**src/rtl/tm_class_argmax_pkg.sv**
```systemverilog
// ============================================================================
// Module : tm_class_argmax_pkg
// Brief  : Shared TM constants and the argmax scanner state encoding.
// Rev    : 1.0  initial release
// ============================================================================
`default_nettype none

package tm_class_argmax_pkg;

   localparam int NUM_CLASSES = 10;
   localparam int INT_SIZE    = 32;

   localparam logic [INT_SIZE-1:0] INT_MIN = {1'b1, {(INT_SIZE-1){1'b0}}};

   typedef enum logic [1:0] {
      IDLE = 2'd0,
      SCAN = 2'd1,
      HOLD = 2'd2
   } state_t;

endpackage

`default_nettype wire

```
**src/rtl/tm_argmax_step.sv**
```systemverilog
// ============================================================================
// Module : tm_argmax_step
// Brief  : Combinational best/second/best_idx update for one signed sample.
// Rev    : 1.0  initial release
// ============================================================================
`default_nettype none

module tm_argmax_step #(
   parameter int INT_SIZE = 32,
   parameter int IDX_W    = 4
) (
   input  logic [INT_SIZE-1:0] sample,
   input  logic [IDX_W-1:0]    idx,
   input  logic [INT_SIZE-1:0] best,
   input  logic [INT_SIZE-1:0] second,
   input  logic [IDX_W-1:0]    best_idx,
   output logic [INT_SIZE-1:0] best_nxt,
   output logic [INT_SIZE-1:0] second_nxt,
   output logic [IDX_W-1:0]    best_idx_nxt
);

   always_comb begin
      best_nxt     = best;
      second_nxt   = second;
      best_idx_nxt = best_idx;
      // Strict compare keeps the earliest index on ties.
      if ($signed(sample) > $signed(best)) begin
         second_nxt   = best;
         best_nxt     = sample;
         best_idx_nxt = idx;
      end else if ($signed(sample) > $signed(second)) begin
         second_nxt = sample;
      end
   end

endmodule

`default_nettype wire

```
**src/rtl/tm_class_argmax.sv**
```systemverilog
// ============================================================================
// Module : tm_class_argmax
// Brief  : Snapshots TM class sums on full_done rise, scans for argmax/margin.
// Rev    : 1.0  initial release
// ============================================================================
`default_nettype none

module tm_class_argmax #(
   parameter int NUM_CLASSES = tm_class_argmax_pkg::NUM_CLASSES,
   parameter int INT_SIZE    = tm_class_argmax_pkg::INT_SIZE,
   parameter int IDX_W       = 4,
   parameter int CNT_W       = 16
) (
   input  logic                            clk,
   input  logic                            rst_flag,
   input  logic [NUM_CLASSES*INT_SIZE-1:0] class_sums,
   input  logic                            full_done,
   input  logic                            pred_ready,
   output logic                            pred_valid,
   output logic [IDX_W-1:0]                pred_class,
   output logic [INT_SIZE-1:0]             pred_sum,
   output logic [INT_SIZE:0]               pred_margin,
   output logic                            overrun,
   output logic [CNT_W-1:0]                infer_count
);

   import tm_class_argmax_pkg::*;

   localparam logic [INT_SIZE-1:0] c_INT_MIN  = {1'b1, {(INT_SIZE-1){1'b0}}};
   localparam logic [IDX_W-1:0]    c_LAST_IDX = IDX_W'(NUM_CLASSES - 1);

   state_t                r_state;
   state_t                w_state_nxt;
   logic                  r_full_done_q;
   logic                  w_edge;
   logic                  w_accept;
   logic [INT_SIZE-1:0]   w_sums [NUM_CLASSES];
   logic [INT_SIZE-1:0]   r_snap [NUM_CLASSES];
   logic [IDX_W-1:0]      r_idx;
   logic [IDX_W-1:0]      r_best_idx;
   logic [INT_SIZE-1:0]   r_best;
   logic [INT_SIZE-1:0]   r_second;
   logic [IDX_W-1:0]      w_best_idx_nxt;
   logic [INT_SIZE-1:0]   w_best_nxt;
   logic [INT_SIZE-1:0]   w_second_nxt;
   logic [INT_SIZE:0]     w_margin;

   generate
      for (genvar k = 0; k < NUM_CLASSES; k++) begin : g_unpack
         assign w_sums[k] = class_sums[k*INT_SIZE +: INT_SIZE];
      end
   endgenerate

   assign w_edge   = full_done & ~r_full_done_q;
   assign w_accept = pred_valid & pred_ready;
   // One extra bit so INT_MAX - INT_MIN cannot wrap.
   assign w_margin = {r_best[INT_SIZE-1], r_best} - {r_second[INT_SIZE-1], r_second};

   tm_argmax_step #(
      .INT_SIZE (INT_SIZE),
      .IDX_W    (IDX_W)
   ) u_step (
      .sample       (r_snap[r_idx]),
      .idx          (r_idx),
      .best         (r_best),
      .second       (r_second),
      .best_idx     (r_best_idx),
      .best_nxt     (w_best_nxt),
      .second_nxt   (w_second_nxt),
      .best_idx_nxt (w_best_idx_nxt)
   );

   always_ff @(posedge clk) begin
      if (rst_flag) begin
         r_state <= IDLE;
      end else begin
         r_state <= w_state_nxt;
      end
   end

   always_comb begin
      w_state_nxt = r_state;
      case (r_state)
         IDLE:    if (w_edge) w_state_nxt = SCAN;
         SCAN:    if (r_idx == c_LAST_IDX) w_state_nxt = HOLD;
         HOLD:    if (w_accept) w_state_nxt = IDLE;
         default: w_state_nxt = IDLE;
      endcase
   end

   always_ff @(posedge clk) begin
      if (rst_flag) begin
         r_full_done_q <= 1'b0;
         for (int k = 0; k < NUM_CLASSES; k++) begin
            r_snap[k] <= '0;
         end
         r_idx       <= '0;
         r_best_idx  <= '0;
         r_best      <= '0;
         r_second    <= '0;
         pred_valid  <= 1'b0;
         pred_class  <= '0;
         pred_sum    <= '0;
         pred_margin <= '0;
         overrun     <= 1'b0;
         infer_count <= '0;
      end else begin
         r_full_done_q <= full_done;
         case (r_state)
            IDLE: begin
               if (w_edge) begin
                  for (int k = 0; k < NUM_CLASSES; k++) begin
                     r_snap[k] <= w_sums[k];
                  end
                  r_idx      <= '0;
                  r_best_idx <= '0;
                  r_best     <= c_INT_MIN;
                  r_second   <= c_INT_MIN;
               end
            end
            SCAN: begin
               if (w_edge) overrun <= 1'b1;
               r_best     <= w_best_nxt;
               r_second   <= w_second_nxt;
               r_best_idx <= w_best_idx_nxt;
               r_idx      <= r_idx + IDX_W'(1);
            end
            HOLD: begin
               // Any edge here is dropped, including one coinciding with accept.
               if (w_edge) overrun <= 1'b1;
               if (!pred_valid) begin
                  pred_valid  <= 1'b1;
                  pred_class  <= r_best_idx;
                  pred_sum    <= r_best;
                  pred_margin <= w_margin;
               end else if (pred_ready) begin
                  pred_valid  <= 1'b0;
                  infer_count <= infer_count + CNT_W'(1);
               end
            end
            default: ;
         endcase
      end
   end

endmodule

`default_nettype wire

```
**config.mk**
```make
export PLATFORM = sky130hd
export DESIGN_NAME = tm_class_argmax
export DESIGN_NICKNAME = d
export VERILOG_FILES = /design/src/rtl/tm_class_argmax_pkg.sv /design/src/rtl/tm_argmax_step.sv /design/src/rtl/tm_class_argmax.sv
export SDC_FILE = /design/constraint.sdc
export NUM_CORES = 1
export LEC_CHECK = 0
export CAP_MARGIN = 20
export CORE_MARGIN = 8
export CORE_UTILIZATION = 58
export CTS_BUF_LIST = sky130_fd_sc_hd__clkbuf_8
export CTS_CLUSTER_DIAMETER = 120
export CTS_CLUSTER_SIZE = 8
export DETAILED_ROUTE_END_ITERATION = 8
export GPL_TIMING_DRIVEN = 0
export PLACE_DENSITY = 0.84
export REMOVE_ABC_BUFFERS = 1
export SETUP_SLACK_MARGIN = 0.5
export SKIP_CTS_REPAIR_TIMING = 1
export SYNTH_ARGS = -nofsm -noshare
export SYNTH_HDL_FRONTEND = slang
export SYNTH_SLANG_ARGS = --single-unit
```
**constraint.sdc**
```tcl
create_clock -name clk -period 30.1 [get_ports clk]
set_input_delay 6.02 -clock clk [delete_from_list [all_inputs] [get_ports clk]]
set_output_delay 6.02 -clock clk [all_outputs]
set_load 0.02 [all_outputs]
```
==> qor.txt <==
YOSYS
------------------------------------------------------------------------------------------------------
Synth Instances .........................................................................         2077
Mean post-synth cell area ...............................................................     11.3 µm²
Number of enable flip-flop cells after synthesis ........................................          320
Fraction of the yosys area taken by sequential cells ....................................        55.1%
Post-synth top area share ...............................................................        40.9%
List of most frequent post-synthesis cells .............................................. 324 x sky130_fd_sc_hd__and2_1, 320 x sky130_fd_sc_hd__edfxtp_1, 214 x sky130_fd_sc_hd__a21oi_1, 196 x sky130_fd_sc_hd__nand2_1, 166 x sky130_fd_sc_hd__dfxtp_1
Count of cell types in the netlist ......................................................           63
Top cells by area in the synthesized netlist ............................................ sky130_fd_sc_hd__edfxtp_1 41%, sky130_fd_sc_hd__dfxtp_1 14%, sky130_fd_sc_hd__and2_1 8.6%, sky130_fd_sc_hd__mux4_2 6.1%, sky130_fd_sc_hd__ha_1 5.5%
Most frequent cell after synthesis ...................................................... sky130_fd_sc_hd__and2_1
Fraction of synthesis flops using an asynchronous set or reset pin ......................           0%
Synth warn ..............................................................................            0
Post-synthesis sequential element count .................................................          486
Yosys top cell by area .................................................................. sky130_fd_sc_hd__edfxtp_1
Top flip-flop cell by instance count after synthesis .................................... sky130_fd_sc_hd__edfxtp_1
Mapped cell area ........................................................................   0.0235 mm²

CLOCK TREE
------------------------------------------------------------------------------------------------------
Maximum level of the CTS H-tree .........................................................            3
CTS tree ................................................................................          yes
Number of CTS-inserted buffers ..........................................................           70
Clock root buffer master ................................................................ sky130_fd_sc_hd__clkbuf_8
Worst skew pair latency .................................................................      0.62 ns
Clk sink count ..........................................................................          486
Maximum count of clock buffers along a single path ......................................            3
Clock transition at the register clock pins on the worst setup and hold paths after CTS .      0.06 ns

DRT
------------------------------------------------------------------------------------------------------
Routed len/inst .........................................................................      20.0 µm
Detailed Routing Iterations Pass 1 ......................................................            6
DR DRC count ............................................................................            0
WL final ................................................................................     60700 µm
Via Count ...............................................................................        16992
DRC marker count from the first detailed-route iteration ................................         1379
Routed via count divided by cell count ..................................................         5.61
Detail Route Antenna Nets ...............................................................            0

SETUP PATH
------------------------------------------------------------------------------------------------------
Data required time of the worst path ....................................................     30.63 ns
Reg-to-Reg End ..........................................................................  r_second[1]
Critical Path AT ........................................................................      9.22 ns
Worst setup path category ...............................................................       in2reg
Type of destination of the critical path ................................................         flop
Reg2Reg Depth ...........................................................................           16
Kind of start point of the critical path ................................................ primary input
Register-to-register path setup slack ...................................................     24.10 ns
Maximum net fanout on the critical path .................................................           18

GRT
------------------------------------------------------------------------------------------------------
Pin count of the biggest net entering global routing ....................................          121
Wire length of the first global-routing pass ............................................     94300 µm
Initial antenna violation count .........................................................            0
Gr ovfl total ...........................................................................            0
Overall routing resource usage ..........................................................        25.1%
Via count of the first global-routing pass ..............................................        17758

LAYOUT
------------------------------------------------------------------------------------------------------
Finished Core Util ......................................................................        74.1%
Area growth, synth to finish ............................................................        25.5%
Filler Cells Inserted ...................................................................         2761
Layout cell share with drive strength beyond 1 ..........................................        7.31%
Nets ....................................................................................         2878

FLOORPLAN
------------------------------------------------------------------------------------------------------
Die X-Extent ............................................................................       217 µm
Row count ...............................................................................           73
Effective utilization at floorplan ......................................................        59.0%
Core box area ...........................................................................   0.0398 mm²
Number of ports placed on the die boundary ..............................................          411
Area of the die .........................................................................   0.0472 mm²
Height of the chip ......................................................................       217 µm

STATUS
------------------------------------------------------------------------------------------------------
Run status ..............................................................................    completed

TIMING
------------------------------------------------------------------------------------------------------
Final worst path period share ...........................................................        28.9%
Final setup fails .......................................................................            0
Count of final max-slew check failures ..................................................            0
Slew of the pin with the lowest slew margin .............................................     0.971 ns
Final hold violations ...................................................................            0
Setup total negative slack ..............................................................         0 ns
Setup skew after layout .................................................................    0.0243 ns
Worst-case setup margin in the final layout .............................................     21.41 ns
Top achievable clock speed ..............................................................    0.115 GHz
Setup repair after global routing missed its margin .....................................        false
Minimum clock period ....................................................................      8.69 ns
Headroom to the max-slew limit ..........................................................        35.3%

PWR
------------------------------------------------------------------------------------------------------
Total leakage power .....................................................................      10.8 nW
Total power consumption of the routed design ............................................      1.65 mW
Sequential Power Share ..................................................................        47.7%
Max rail drop VDD .......................................................................  0.0000459 V
Cell Pwr Density ........................................................................  56.0 mW/mm²
Clock network fraction of design power ..................................................        28.7%
Gate power share ........................................................................        23.6%
Net load switching power ................................................................     0.480 mW
Sw Ratio ................................................................................        29.1%
Internal ................................................................................      1.17 mW

RUN
------------------------------------------------------------------------------------------------------
Max-capacitance violation count .........................................................            0

MIN PATH
------------------------------------------------------------------------------------------------------
Worst Hold Path Cells ...................................................................            2
Kind of path behind the tightest hold check .............................................      reg2reg
Critical hold path startpoint ........................................................... r_best_idx[3]
Sink of the worst hold path ............................................................. pred_class[3]

PLACEMENT
------------------------------------------------------------------------------------------------------
Placed wire-length estimate after detailed placement ....................................     43700 µm
Global placement routability congestion .................................................        0.908
Post-placement worst setup slack ........................................................     20.88 ns
I/O Buffers .............................................................................          410

state kept, by name (all words and copies together) (netlist names), named ones only:
name,count
r_snap,320
pred_margin,33
pred_sum,32
r_best,32
r_second,32
infer_count,16
pred_class,4
r_best_idx,4
r_idx,4
r_state,2
overrun,1
pred_valid,1
r_full_done_q,1
power by group through the flow:
stage	Clock [mW]	Combinational, mW	Sequential [mW]
floorplan	0	0.244	0.811
finish	0.473	0.390	0.788
global route	0.511	0.427	0.792
detailed placement	0	0.386	0.802
CTS	0.486	0.388	0.788
global placement	0	0.359	0.821
critical path, cell delays in order:
cell and delay, ns:
sky130_fd_sc_hd__clkdlybuf4s50_1 0.45, sky130_fd_sc_hd__inv_1 0.06, sky130_fd_sc_hd__o21ai_0 0.48, sky130_fd_sc_hd__o21a_1 0.33, sky130_fd_sc_hd__o21ai_0 0.15, sky130_fd_sc_hd__o31ai_2 0.47, sky130_fd_sc_hd__nand3_1 0.68, sky130_fd_sc_hd__buf_16 0.41
sky130_fd_sc_hd__o2bb2ai_1 0.16
layout by cell type, fill, tap and decap left out, types with 3 or more instances in the layout:
| cell | netlist | routed |
|---|---|---|
| sky130_fd_sc_hd__nand2_1 | 196 | 195 |
| sky130_fd_sc_hd__xor2_1 | 19 | 19 |
| sky130_fd_sc_hd__a21oi_1 | 214 | 214 |
| sky130_fd_sc_hd__a21o_1 | 9 | 9 |
| sky130_fd_sc_hd__clkinvlp_4 | 0 | 4 |
| sky130_fd_sc_hd__nor2_1 | 85 | 84 |
| sky130_fd_sc_hd__a211oi_1 | 40 | 40 |
| sky130_fd_sc_hd__or3_1 | 7 | 7 |
| sky130_fd_sc_hd__nor4_1 | 3 | 3 |
| sky130_fd_sc_hd__o2bb2ai_1 | 31 | 31 |
| sky130_fd_sc_hd__dfxtp_1 | 166 | 162 |
| sky130_fd_sc_hd__ha_1 | 103 | 102 |
| sky130_fd_sc_hd__clkdlybuf4s50_1 | 0 | 409 |
| sky130_fd_sc_hd__and3_1 | 10 | 10 |
| sky130_fd_sc_hd__a22o_1 | 4 | 4 |
| sky130_fd_sc_hd__nand3b_1 | 4 | 4 |
| sky130_fd_sc_hd__buf_12 | 0 | 4 |
| sky130_fd_sc_hd__nor3_1 | 10 | 10 |
| sky130_fd_sc_hd__o21a_1 | 8 | 8 |
| sky130_fd_sc_hd__edfxtp_1 | 320 | 320 |
| sky130_fd_sc_hd__inv_1 | 80 | 126 |
| sky130_fd_sc_hd__nand3_1 | 56 | 56 |
| sky130_fd_sc_hd__buf_16 | 0 | 13 |
| sky130_fd_sc_hd__mux2i_1 | 35 | 35 |
| sky130_fd_sc_hd__nor2b_1 | 39 | 38 |
| sky130_fd_sc_hd__clkbuf_8 | 0 | 74 |
| sky130_fd_sc_hd__and4_1 | 3 | 3 |
| sky130_fd_sc_hd__a31oi_1 | 6 | 6 |
| sky130_fd_sc_hd__o21bai_1 | 3 | 3 |
| sky130_fd_sc_hd__mux4_2 | 64 | 64 |
| sky130_fd_sc_hd__o21ai_0 | 37 | 37 |
| sky130_fd_sc_hd__nand4_1 | 16 | 16 |
| sky130_fd_sc_hd__o211ai_1 | 4 | 4 |
| sky130_fd_sc_hd__xnor2_1 | 15 | 15 |
| sky130_fd_sc_hd__and2_1 | 324 | 324 |
| sky130_fd_sc_hd__dfxtp_4 | 0 | 3 |
worst max path at each step:
stage                         end  slack (ns)  startpoint
floorplan            r_snap[0][0]       16.38   full_done
finish                r_second[1]       21.41   full_done
detailed placement    r_second[9]       20.88   full_done
global route          r_second[5]       21.26   full_done
global placement    r_snap[1][10]        9.64    rst_flag
CTS                   r_second[1]       21.53   full_done
layer usage:
layer	part of all wire [%]	global-route usage, %
met5	0	0
met4	2.0	7.53
met3	6.9	6.09
met2	51	43.4
met1	40	30.8
kinds of logic after synthesis:
logic type	count (synthesis)	synth area share [%]
compound gates	381	9.88
mux	99	7.63
buf+inv	208	3.44
xor+xnor	34	1.27
fa+ha+maj	104	5.57
simple gates	765	17.2
flops	486	55.1
metrics by stage:
step	hold WS (ns)	instance area [µm²]	instances
final	0.451	29500	3028
after global routing	0.465	29500	3027
after CTS	0.449	29500	3027
after detailed placement	0.444	28300	2903
after global placement	0.440	27700	2884
after floorplan	0.426	23000	1949
layout make-up:
type | count | area (µm²) | area share [%]
inverters | 80 | 300 | 1.02
well taps | 525 | 657 | 2.23
clock inverters | 50 | 203 | 0.687
repair buffers | 429 | 4570 | 15.5
multi-input cells | 1383 | 9800 | 33.2
clock buffers | 74 | 1020 | 3.45
diodes | 1 | 2.50 | 0.00849
flip-flops and latches | 486 | 12900 | 43.9
No activity file was read; power rests on OpenSTA's default activity.
==> RTL change, RTL diff (same settings) <==
Make the reset (`rst_flag`) asynchronous in 2 clocked blocks.
--- a/src/rtl/tm_class_argmax.sv
+++ b/src/rtl/tm_class_argmax.sv
@@ -71,5 +71,5 @@
    );
 
-   always_ff @(posedge clk) begin
+   always_ff @(posedge clk or posedge rst_flag) begin
       if (rst_flag) begin
          r_state <= IDLE;
@@ -89,5 +89,5 @@
    end
 
-   always_ff @(posedge clk) begin
+   always_ff @(posedge clk or posedge rst_flag) begin
       if (rst_flag) begin
          r_full_done_q <= 1'b0;
Check against the original RTL: differs if rst_flag is asserted again (counterexample within 4 cycles, from zero or initial values and one cycle with rst_flag high); with rst_flag held inactive, the same outputs for 4 cycles.
==> RTL change against the unedited design <==
Area after synthesis up 4.1%; maximum frequency increased by 2.4%; design area increased by 3.1%; sequential cell count is 4 lower; wire length increased by 12%; setup slack better by 0.20 ns; count of clock-buffer cells in the layout is 2 lower.
Power is not compared: it rests on default switching activity, and its combinational part moved more than twofold at a synthesized area within 25%.
==> RTL change: results (changes against the unedited design) <==
yosys:
  ys.flop_type: "dfrtp_1"  # was edfxtp_1
  async_reset_ff_frac: 1.000  # was 0
  syn_avg_cell_area_um2: 12.20  # was 11.31 um2
  synthMuxAreaShare: 0.2288  # was 0.07627
  synth.top_cells.by_count: "dfrtp_1 (482), mux2_2 (368), nand2_1 (163), o21ai_0 (105), ha_1 (103)"  # was and2_1 (324), edfxtp_1 (320), a21oi_1 (214), nand2_1 (196), dfxtp_1 (166)
  synthAdderAreaFrac: 0.05352  # was 0.05571
  synthTopCellsByArea: "dfrtp_1 (49%), mux2_2 (17%), mux4_2 (5.9%)"  # was edfxtp_1 (41%), dfxtp_1 (14%), and2_1 (8.6%)
  synthXorXnorAreaFrac: 0.01361  # was 0.01268
  ys_seq_area_frac: 0.4932  # was 0.5505
  synth_compound_area_frac: 0.1081  # was 0.09880
placement:
  post-place-ws_ns: 20.45  # was 20.88 ns
  placed_area_um2: 29300  # was 28270 um2
  placedCellCount: 2851  # was 2903
  dp_hpwl_um: 48690  # was 43720 um
routing:
  met1_length_um: 26250  # was 24550 um
  routed_wl_um: 67730  # was 60690 um
  route.met3.wl_um: 5023  # was 4207 um
  vias_per_cell: 6.067  # was 5.612
  drtIter0Drc: 1380  # was 1379
  wl_met2_um: 34030  # was 30750 um
  routed-via-count: 17830  # was 16992
global_routing:
  grt_pass1_vias: 19395  # was 17758
  met3_usage: 0.07261  # was 0.06089
  grt_max_degree: 122  # was 121
  use_met2: 0.4676  # was 0.4343
  grtUsageTotal: 0.2744  # was 0.2507
worst_hold_path:
  holdPathStages: 1  # was 2
  hp-start: "overrun"  # was r_best_idx[3]
worst_setup_path:
  crit_fanout: 22  # was 18
  r2r-end: "r_best[25]"  # was r_second[1]
  path_delay_family: "simple AND/OR/NAND/NOR gates"  # was compound AO/OA/AOI/OAI gates
  max_stage_delay_ns: 0.70  # was 0.68 ns
sta:
  tightest_slew_ns: 1.061  # was 0.9707 ns
  timing.hold.ws_ns: 0.4755  # was 0.4508 ns
  skew_ns: 0.03526  # was 0.02433 ns
cells_and_area:
  nNetsFinal: 2816  # was 2878
  fill_cells: 2809  # was 2761
  drive_above_1_share: 0.2331  # was 0.07314
cts:
  clk_latency_ns: 0.64  # was 0.62 ns
run_status:
  status: "complete, no violations"  # unchanged
[RTL change: final cells by class]
class                           instances  area, um2  area share
Tap cell                              539      674.4     0.02219
Clock inverter                          6      43.79    0.001441
Sequential cell                       482      12070      0.3971
Timing Repair Buffer                  435       4669      0.1536
Multi-Input combinational cell       1321      11630      0.3827
Inverter                               78      300.3    0.009879
Clock buffer                           72      991.0     0.03260
Antenna cell                            6      15.01   0.0004939
[RTL change: power breakdown]
part | switching (mW) | internal [mW] | total [mW] | leakage [nW]
registers | 0.192 | 0.946 | 1.14 | 5.92
logic | 0.930 | 0.908 | 1.84 | 6.43
clock network | 0.239 | 0.214 | 0.453 | 0.532
[RTL change: how the worst max path moves through the flow]
stage                    from  cells past startpoint              to  slack [ns]
finish              full_done                      8    r_second[25]       21.61
global route        full_done                      9    r_second[18]       21.50
CTS                 full_done                      9    r_second[31]       21.14
detailed placement  full_done                      9    r_second[31]       20.45
global placement     rst_flag                      2     r_snap[151]        5.53
floorplan            rst_flag                      1  infer_count[0]       10.63
